--- src/rtl/cookie_pkg.sv ---
// Shared definitions for the cookie sequencer: FSM state encoding and
// the random-bit LFSR constants.
package cookie_pkg;

  typedef enum logic [2:0] {
    ST_IDLE,
    ST_ARST,
    ST_RUN,
    ST_DRAIN,
    ST_DONE
  } state_t;

  localparam logic [15:0] LFSR_DEFAULT_SEED = 16'hACE1;
  // Feedback taps b0, b2, b3, b5 (x^16+x^14+x^13+x^11+1).
  localparam logic [15:0] LFSR_TAP_MASK = 16'h002D;

endpackage

--- src/rtl/cookie_lfsr.sv ---
// Fibonacci right-shifting LFSR that supplies random bits to the crumb array.
// A zero seed is replaced by the default seed so the register never locks up.
module cookie_lfsr
  import cookie_pkg::*;
#(
  parameter int W = 16
) (
  input  logic         clk,
  input  logic         rst,
  input  logic         load,
  input  logic [W-1:0] seed,
  input  logic         step,
  output logic         bit_o
);

  localparam logic [W-1:0] DEF_SEED = W'(LFSR_DEFAULT_SEED);
  localparam logic [W-1:0] TAPS     = W'(LFSR_TAP_MASK);

  logic [W-1:0] q;
  logic         fb;

  assign fb    = ^(q & TAPS);
  assign bit_o = q[0];

  always_ff @(posedge clk) begin
    if (rst) begin
      q <= DEF_SEED;
    end else if (load) begin
      q <= (seed == '0) ? DEF_SEED : seed;
    end else if (step) begin
      q <= {fb, q[W-1:1]};
    end
  end

endmodule

--- src/rtl/cookie_sequencer.sv ---
// Frame sequencer for the crumb array: array reset, a run of random bits,
// a drain of zero bits, then a one-cycle done pulse.
module cookie_sequencer
  import cookie_pkg::*;
#(
  parameter int LFSR_W      = 16,
  parameter int CHAIN_DEPTH = 16,
  parameter int LEN_W       = 8,
  parameter int ARST_CYC    = 2
) (
  input  logic              clk,
  input  logic              rst,
  input  logic              start,
  input  logic              abort,
  input  logic              seed_load,
  input  logic [LFSR_W-1:0] seed,
  input  logic [LEN_W-1:0]  run_len,
  output logic              arr_rst_n,
  output logic              arr_en,
  output logic              arr_rbit,
  output logic              busy,
  output logic              done,
  output logic [LEN_W-1:0]  bits_sent
);

  localparam int CNT_MAX = (CHAIN_DEPTH > ARST_CYC) ? CHAIN_DEPTH : ARST_CYC;
  localparam int CNT_W   = $clog2(CNT_MAX) + 1;

  state_t             state;
  logic [CNT_W-1:0]   cnt;
  logic [LEN_W-1:0]   run_len_q;
  logic               lfsr_bit;
  logic               lfsr_load;
  logic               lfsr_step;

  assign lfsr_load = (state == ST_IDLE) && seed_load;
  assign lfsr_step = (state == ST_RUN) && !abort;

  cookie_lfsr #(
    .W(LFSR_W)
  ) u_lfsr (
    .clk  (clk),
    .rst  (rst),
    .load (lfsr_load),
    .seed (seed),
    .step (lfsr_step),
    .bit_o(lfsr_bit)
  );

  // Outputs are registered decodes of the state held during the previous
  // cycle, which is what adds the leading cycle to the frame latency.
  always_ff @(posedge clk) begin
    if (rst) begin
      state     <= ST_IDLE;
      cnt       <= '0;
      run_len_q <= '0;
      bits_sent <= '0;
      arr_rst_n <= 1'b0;
      arr_en    <= 1'b0;
      arr_rbit  <= 1'b0;
      busy      <= 1'b0;
      done      <= 1'b0;
    end else if (abort && (state != ST_IDLE)) begin
      state     <= ST_IDLE;
      cnt       <= '0;
      arr_rst_n <= 1'b1;
      arr_en    <= 1'b0;
      arr_rbit  <= 1'b0;
      busy      <= 1'b0;
      done      <= 1'b0;
    end else begin
      arr_rst_n <= (state != ST_ARST);
      arr_en    <= (state == ST_RUN) || (state == ST_DRAIN);
      arr_rbit  <= (state == ST_RUN) && lfsr_bit;
      busy      <= (state != ST_IDLE);
      done      <= (state == ST_DONE);
      case (state)
        ST_IDLE: begin
          if (start && !abort) begin
            state     <= ST_ARST;
            run_len_q <= run_len;
            bits_sent <= '0;
            cnt       <= '0;
          end
        end
        ST_ARST: begin
          if (cnt == CNT_W'(ARST_CYC - 1)) begin
            cnt   <= '0;
            state <= (run_len_q != '0) ? ST_RUN : ST_DRAIN;
          end else begin
            cnt <= cnt + 1'b1;
          end
        end
        ST_RUN: begin
          if (bits_sent != run_len_q) begin
            bits_sent <= bits_sent + 1'b1;
          end
          if ((bits_sent + LEN_W'(1)) == run_len_q) begin
            state <= ST_DRAIN;
          end
        end
        ST_DRAIN: begin
          if (cnt == CNT_W'(CHAIN_DEPTH - 1)) begin
            cnt   <= '0;
            state <= ST_DONE;
          end else begin
            cnt <= cnt + 1'b1;
          end
        end
        ST_DONE: begin
          state <= ST_IDLE;
        end
        default: begin
          state <= ST_IDLE;
        end
      endcase
    end
  end

endmodule

--- config.mk ---
export PLATFORM = sky130hd
export DESIGN_NAME = cookie_sequencer
export DESIGN_NICKNAME = d
export VERILOG_FILES = /design/src/rtl/cookie_pkg.sv /design/src/rtl/cookie_lfsr.sv /design/src/rtl/cookie_sequencer.sv
export SDC_FILE = /design/constraint.sdc
export NUM_CORES = 1
export LEC_CHECK = 0
export ABC_CLOCK_PERIOD_IN_PS = 2500
export CAP_MARGIN = 20
export CELL_PAD_IN_SITES_DETAIL_PLACEMENT = 1
export CELL_PAD_IN_SITES_GLOBAL_PLACEMENT = 1
export CORE_MARGIN = 1
export CORE_UTILIZATION = 39
export DETAILED_ROUTE_END_ITERATION = 12
export MAX_ROUTING_LAYER = met4
export PLACE_DENSITY = 0.85
export SETUP_SLACK_MARGIN = 0.1
export SKIP_LAST_GASP = 1
export SLEW_MARGIN = 15
export SYNTH_ARGS = -nofsm -noshare
export SYNTH_HDL_FRONTEND = slang
export SYNTH_HIERARCHICAL = 1
export SYNTH_SLANG_ARGS = --single-unit
--- constraint.sdc ---
create_clock -name clk -period 2.5 [get_ports clk]
set_input_delay 0.5 -clock clk [delete_from_list [all_inputs] [get_ports clk]]
set_output_delay 0.5 -clock clk [all_outputs]
set_load 0.005 [all_outputs]
# Yosys cells after proc, flatten, opt, wreduce, memory -nomap -nowiden

Index checks and enable logic that the tools add are counted.

Register bits: 45
Output and inout port bits: 13
Word-level logic and storage cells: 64

$add $sub $neg: 2
Equal/unequal tests: 14
Mux-type cells: 17
Bitwise operators: 1
Reductions and logical operators: 20

Operators with widths:

| cell                | number |
|---|---|
| $mux 16             | 3 |
| $logic_not 16->1    | 1 |
| $mux 8              | 2 |
| $pmux 8 s2          | 1 |
| $reduce_xor 16->1   | 1 |
| $mux 5              | 3 |
| $pmux 5 s3          | 1 |
| $mux 3              | 4 |
| $pmux 3 s4          | 1 |
| $add 8x1->8 const B | 1 |
| $eq 8x8->1          | 1 |
| $ne 2x1->1 const B  | 4 |
| $ne 8x8->1          | 1 |
| $reduce_and 4->1    | 2 |
| $reduce_bool 8->1   | 1 |
| $eq 3x2->1 const B  | 2 |
| $reduce_bool 3->1   | 2 |
| $add 5x1->5 const B | 1 |
| $eq 5x1->1 const B  | 1 |
| $eq 5x4->1 const B  | 1 |
| $logic_and 1x1->1   | 5 |
| $reduce_bool 2->1   | 2 |
| $eq 3x1->1 const B  | 1 |
| $eq 3x3->1 const B  | 1 |
| 10 further kinds    | 11 |

# Depth between registers and ports, before layout

Depth in word-level cells: 4
Depth in mapped cells: 10

# Hierarchy

Netlist, hierarchy kept.

Modules (own cells, without submodules):

| module           | times used | cells an instance | area an instance (µm²) | seq. area each (µm²) |
|---|---|---|---|---|
| cookie_sequencer | 1          | 177               | 1,545.2                | 580.6 |
| cookie_lfsr      | 1          | 87                | 809.5                  | 320.3 |

# Worst setup path after synthesis

Ideal clock, no wire load.

Path kind: flip-flop to flip-flop
Start point: register state[1]
End point: register u_lfsr.q[6]
Library setup time: 0.117 ns
Data arrival time: 1.954 ns
Data required time: 2.383 ns
Setup slack: 0.429 ns
Stages on the path, launching flop included: 9
Clock period less this slack: 2.071 ns
Path through: dfxtp_1 -> buf_4 -> or3b_4 -> nor2_1 -> clkbuf_1 -> buf_2 -> mux2_1 -> o22ai_1 -> nand2b_1

Word-level cells in the longest chain between the ends: 3
Elaborated cells on any way between the ends: 6
Classes of those cells: eq/ne (1); mux (1); reduce/logical (4)

Ends and longest elaborated chain:

| element                     | RTL line               | source |
|---|---|---|
| start: declaration          | cookie_sequencer.sv:29 | `state_t state;` |
| start signal: assignment    | cookie_sequencer.sv:89 | `state <= (run_len_q != '0) ? ST_RUN : ST_DRAIN;` |
| $eq 3x2->1                  | cookie_sequencer.sv:37 | `assign lfsr_step = (state == ST_RUN) && !abort;` |
| $logic_and 1x1->1           | cookie_sequencer.sv:37 |  |
| via lfsr_step               | cookie_sequencer.sv:34 | `logic lfsr_step;` |
| $reduce_bool 2->1 (no line) | n/a                    |  |
| end signal: assignment      | cookie_lfsr.sv:29      | `q <= (seed == '0) ? DEF_SEED : seed;` |
| end signal: assignment      | cookie_lfsr.sv:31      | `q <= {fb, q[W-1:1]};` |
| end: declaration            | cookie_lfsr.sv:19      | `logic [W-1:0] q;` |

The timed path passes the listed nets, and every way through them passes these cells.
A chain may end at the register's enable or synchronous reset.

# Worst setup path after layout

Start point: input port seed[10]
End point: register u_lfsr.q[7]

Word-level cells in the longest chain between the ends: 3

Ends and longest elaborated chain:

| element            | RTL line               | source |
|---|---|---|
| start: declaration | cookie_sequencer.sv:16 | `input logic [LFSR_W-1:0] seed,` |
| $logic_not 16->1   | cookie_lfsr.sv:29      |  |
| $mux 16            | cookie_lfsr.sv:29      |  |
| $mux 16            | cookie_lfsr.sv:28      | `end else if (load) begin` |

No other way between the ends.

==> qor.yml <==
cts:
  clock-sinks: 45
  cts_setup_buffers: 0
  cts-root-buf: "clkbuf_8"
  cts-htree-levels: 2
  tritoncts: "done"
  clk_path_buf_depth: 2
  cts_buffers: 5
  clock_latency_ns: 0.30
  path_clk_slew_ns: 0.08
sta:
  maxSlewViolCount: 0
  finalHoldViolations: 0
  period_minus_slack_ns: 2.19
  worst_slew_pin_slew_ns: 0.565
  fin_skew_ns: 0.00874
  setup_viol: 0
  fmax_mhz: 456
  rsz0062_at_grt: "false"
  slew_headroom_pct: 62.2
  post-route-period-util_pct: 87.7
  fin_tns_setup_ns: 0
synth:
  yosys_warnings: 6
  synth_nets: 298
  synth_edf_count: 0
  synth_cells: 264
  ys_types: 48
  synth.cell_area_sq_mm: 0.00235
  synthFlopType: "dfxtp_1"
  synth_top_area_share_pct: 38.3
  avgSynthCellArea_sq_um: 8.92
  synth.area.top_cells: "dfxtp_1 (38%), mux2i_1 (7.7%), nor2_1 (7.7%)"
  ys_seq_area_share_pct: 38.3
  synth_top_cell_by_area: "dfxtp_1"
  synth-seq-cells: 45
  synthArstFlopShare_pct: 0
place:
  dpl.cell_count: 371
  dp_hpwl_um: 4560
  post_dp_cell_area_sq_mm: 0.00287
  globalplace.congestion: 0.782
  port_buffers: 41
setup_path:
  crit_required_ns: 2.74
  cp-end-kind: "flop"
  crit_arrival_ns: 2.43
  crit_type: "in -> reg"
  crit_fanout: 8
  start_kind: "input pin"
global_routing:
  grt_pass1_vias: 2066
  grt_overflow: 0
  grt_max_degree: 24
  antenna_found_initial: 0
  grt_pass1_wl_um: 10200
  grt_use_total_pct: 21.5
die:
  start_util_pct: 41.5
  ios: 42
  dieArea_sq_mm: 0.00635
  rows: 27
  die_h_um: 79.7
  die-width_um: 79.7
  core_sq_mm: 0.00568
detailed_routing:
  remaining_drc_errors: 0
  ant_nets: 0
  wl_per_cell_um: 16.1
  dr.first_iter.drc_count: 84
  drt-pass1-iter-count: 4
  vias_per_cell: 5.28
  routed_wl_um: 6070
  vias: 1995
pwr:
  ir_drop_uv: 266
  p_leak_nw: 1.18
  switching_share_pct: 33.3
  pwr-share-comb_pct: 31.4
  power_density_mw_per_mm2: 668
  clock_power_share_pct: 23.6
  p_int_w: 0.00132
  p_sw_w: 0.000657
  power_frac_seq_pct: 45.0
finish:
  layout-drive-gt1-share_pct: 11.4
  fin_area_sq_mm: 0.00296
  nets: 340
  layout_common_cells: "nor2_1 (48), dfxtp_1 (44), clkdlybuf4s50_1 (41)"
  antenna_cells: 0
  syn_to_final_growth_pct: 25.6
  layout_commonest_cell: "nor2_1"
  stdcell_count: 378
  fillers: 691
worst_hold_path:
  hold_class: "reg -> reg"
flow_run:
  maxCapViolCount: 0
outcome:
  status: "finished, final reports clean"
## routing by layer
layer / wire length, um / track usage (%) / share of wire [%]
met2: 2970 / 36.0 / 49
met5: 0 / - / 0
met4: 85 / 5.82 / 1.4
met1: 2780 / 25.8 / 46
met3: 235 / 4.69 / 3.9
## kinds of logic (layout without fill, tap and decap cells)
logic type      after synthesis  count (layout)  synth area share [%]
compound gates               39              39                  12.0
buf+inv                      19              61                  3.29
fa+ha+maj                     5               5                  2.66
mux                          25              25                  11.0
xor+xnor                     27              27                  10.4
flops                        45              45                  38.3
simple gates                104             104                  22.4
## worst paths after layout
kind | startpoint | end | slack [ns] | cells after the start
max | seed[10] | u_lfsr/q[7]$_SDFFE_PP1P_ | 0.31 | 5
min reg2reg | u_lfsr/q[0]$_SDFFE_PP1P_ | arr_rbit$_SDFF_PP0_ | 0.52 | 1
max reg2reg | cnt[1]$_SDFFE_PP0P_ | state[2]$_SDFFE_PP0P_ | 0.33 | 10
min | u_lfsr/q[0]$_SDFFE_PP1P_ | arr_rbit$_SDFF_PP0_ | 0.52 | 1
## flip-flops by register name (all words and copies together) (netlist names)
register   cells
arr_en         1
arr_rbit       1
arr_rst_n      1
bits_sent      8
busy           1
cnt            5
done           1
run_len_q      8
state          3
u_lfsr/q      16
## power by group through the flow
| stage | sequential, W | combinational (W) | clock, W |
|---|---|---|---|
| CTS | 0.000886 | 0.000619 | 0.000476 |
| finish | 0.000888 | 0.000620 | 0.000466 |
| floorplan | 0.000863 | 0.000451 | 0 |
| global route | 0.000900 | 0.000685 | 0.000507 |
| detailed placement | 0.000902 | 0.000611 | 0 |
| global placement | 0.000897 | 0.000587 | 0 |
## worst max-delay path: stages
cell and delay (ns):
clkdlybuf4s50_1 0.43, or4_4 0.56, o41ai_4 0.62, o22ai_1 0.21, nand2b_1 0.11
## area by class of cell
cell class,instances,area [sq um],area share (%)
inverter,6,22.5,0.762
clock buffer,6,82.6,2.79
sequential,45,902,30.5
timing repair buffer,48,475,16.1
multi-input combinational,200,1380,46.6
tap,72,90.1,3.05
clock inverter,1,7.51,0.254
## synthesized netlist by cell type (2+ instances only)
master,number
a21oi_1,16
buf_2,2
nand2_1,8
and3_2,2
xor2_1,19
o21ai_0,2
dfxtp_1,45
buf_1,2
nor3_1,6
mux2i_1,18
mux2_2,6
nand3_1,12
nor4_1,2
nor2_1,48
ha_1,5
o22ai_1,7
nand4_1,2
xnor2_1,7
nand2b_1,11
and3_1,2
or4_4,3
clkbuf_1,8
inv_1,6
## timing repair
| item | 4_1_cts | 5_1_grt |
|---|---|---|
| endpoints found under the setup margin | 0 | 2 |
| resized for setup | 0 | 1 |
| hold buffers | 0 | 0 |
## metrics by stage
stage	worst slack [ns]	util, %	hold WS [ns]	power, W
2_1_floorplan	0.429	-	0.482	0.00131
3_3_place_gp	0.164	50.5	0.507	0.00148
3_5_place_dp	0.0322	50.5	0.516	0.00151
4_1_cts	0.308	52.1	0.528	0.00198
5_1_grt	0.111	52.1	0.552	0.00209
6_report	0.308	52.1	0.525	0.00197
No activity file was read; power rests on OpenSTA's default activity.
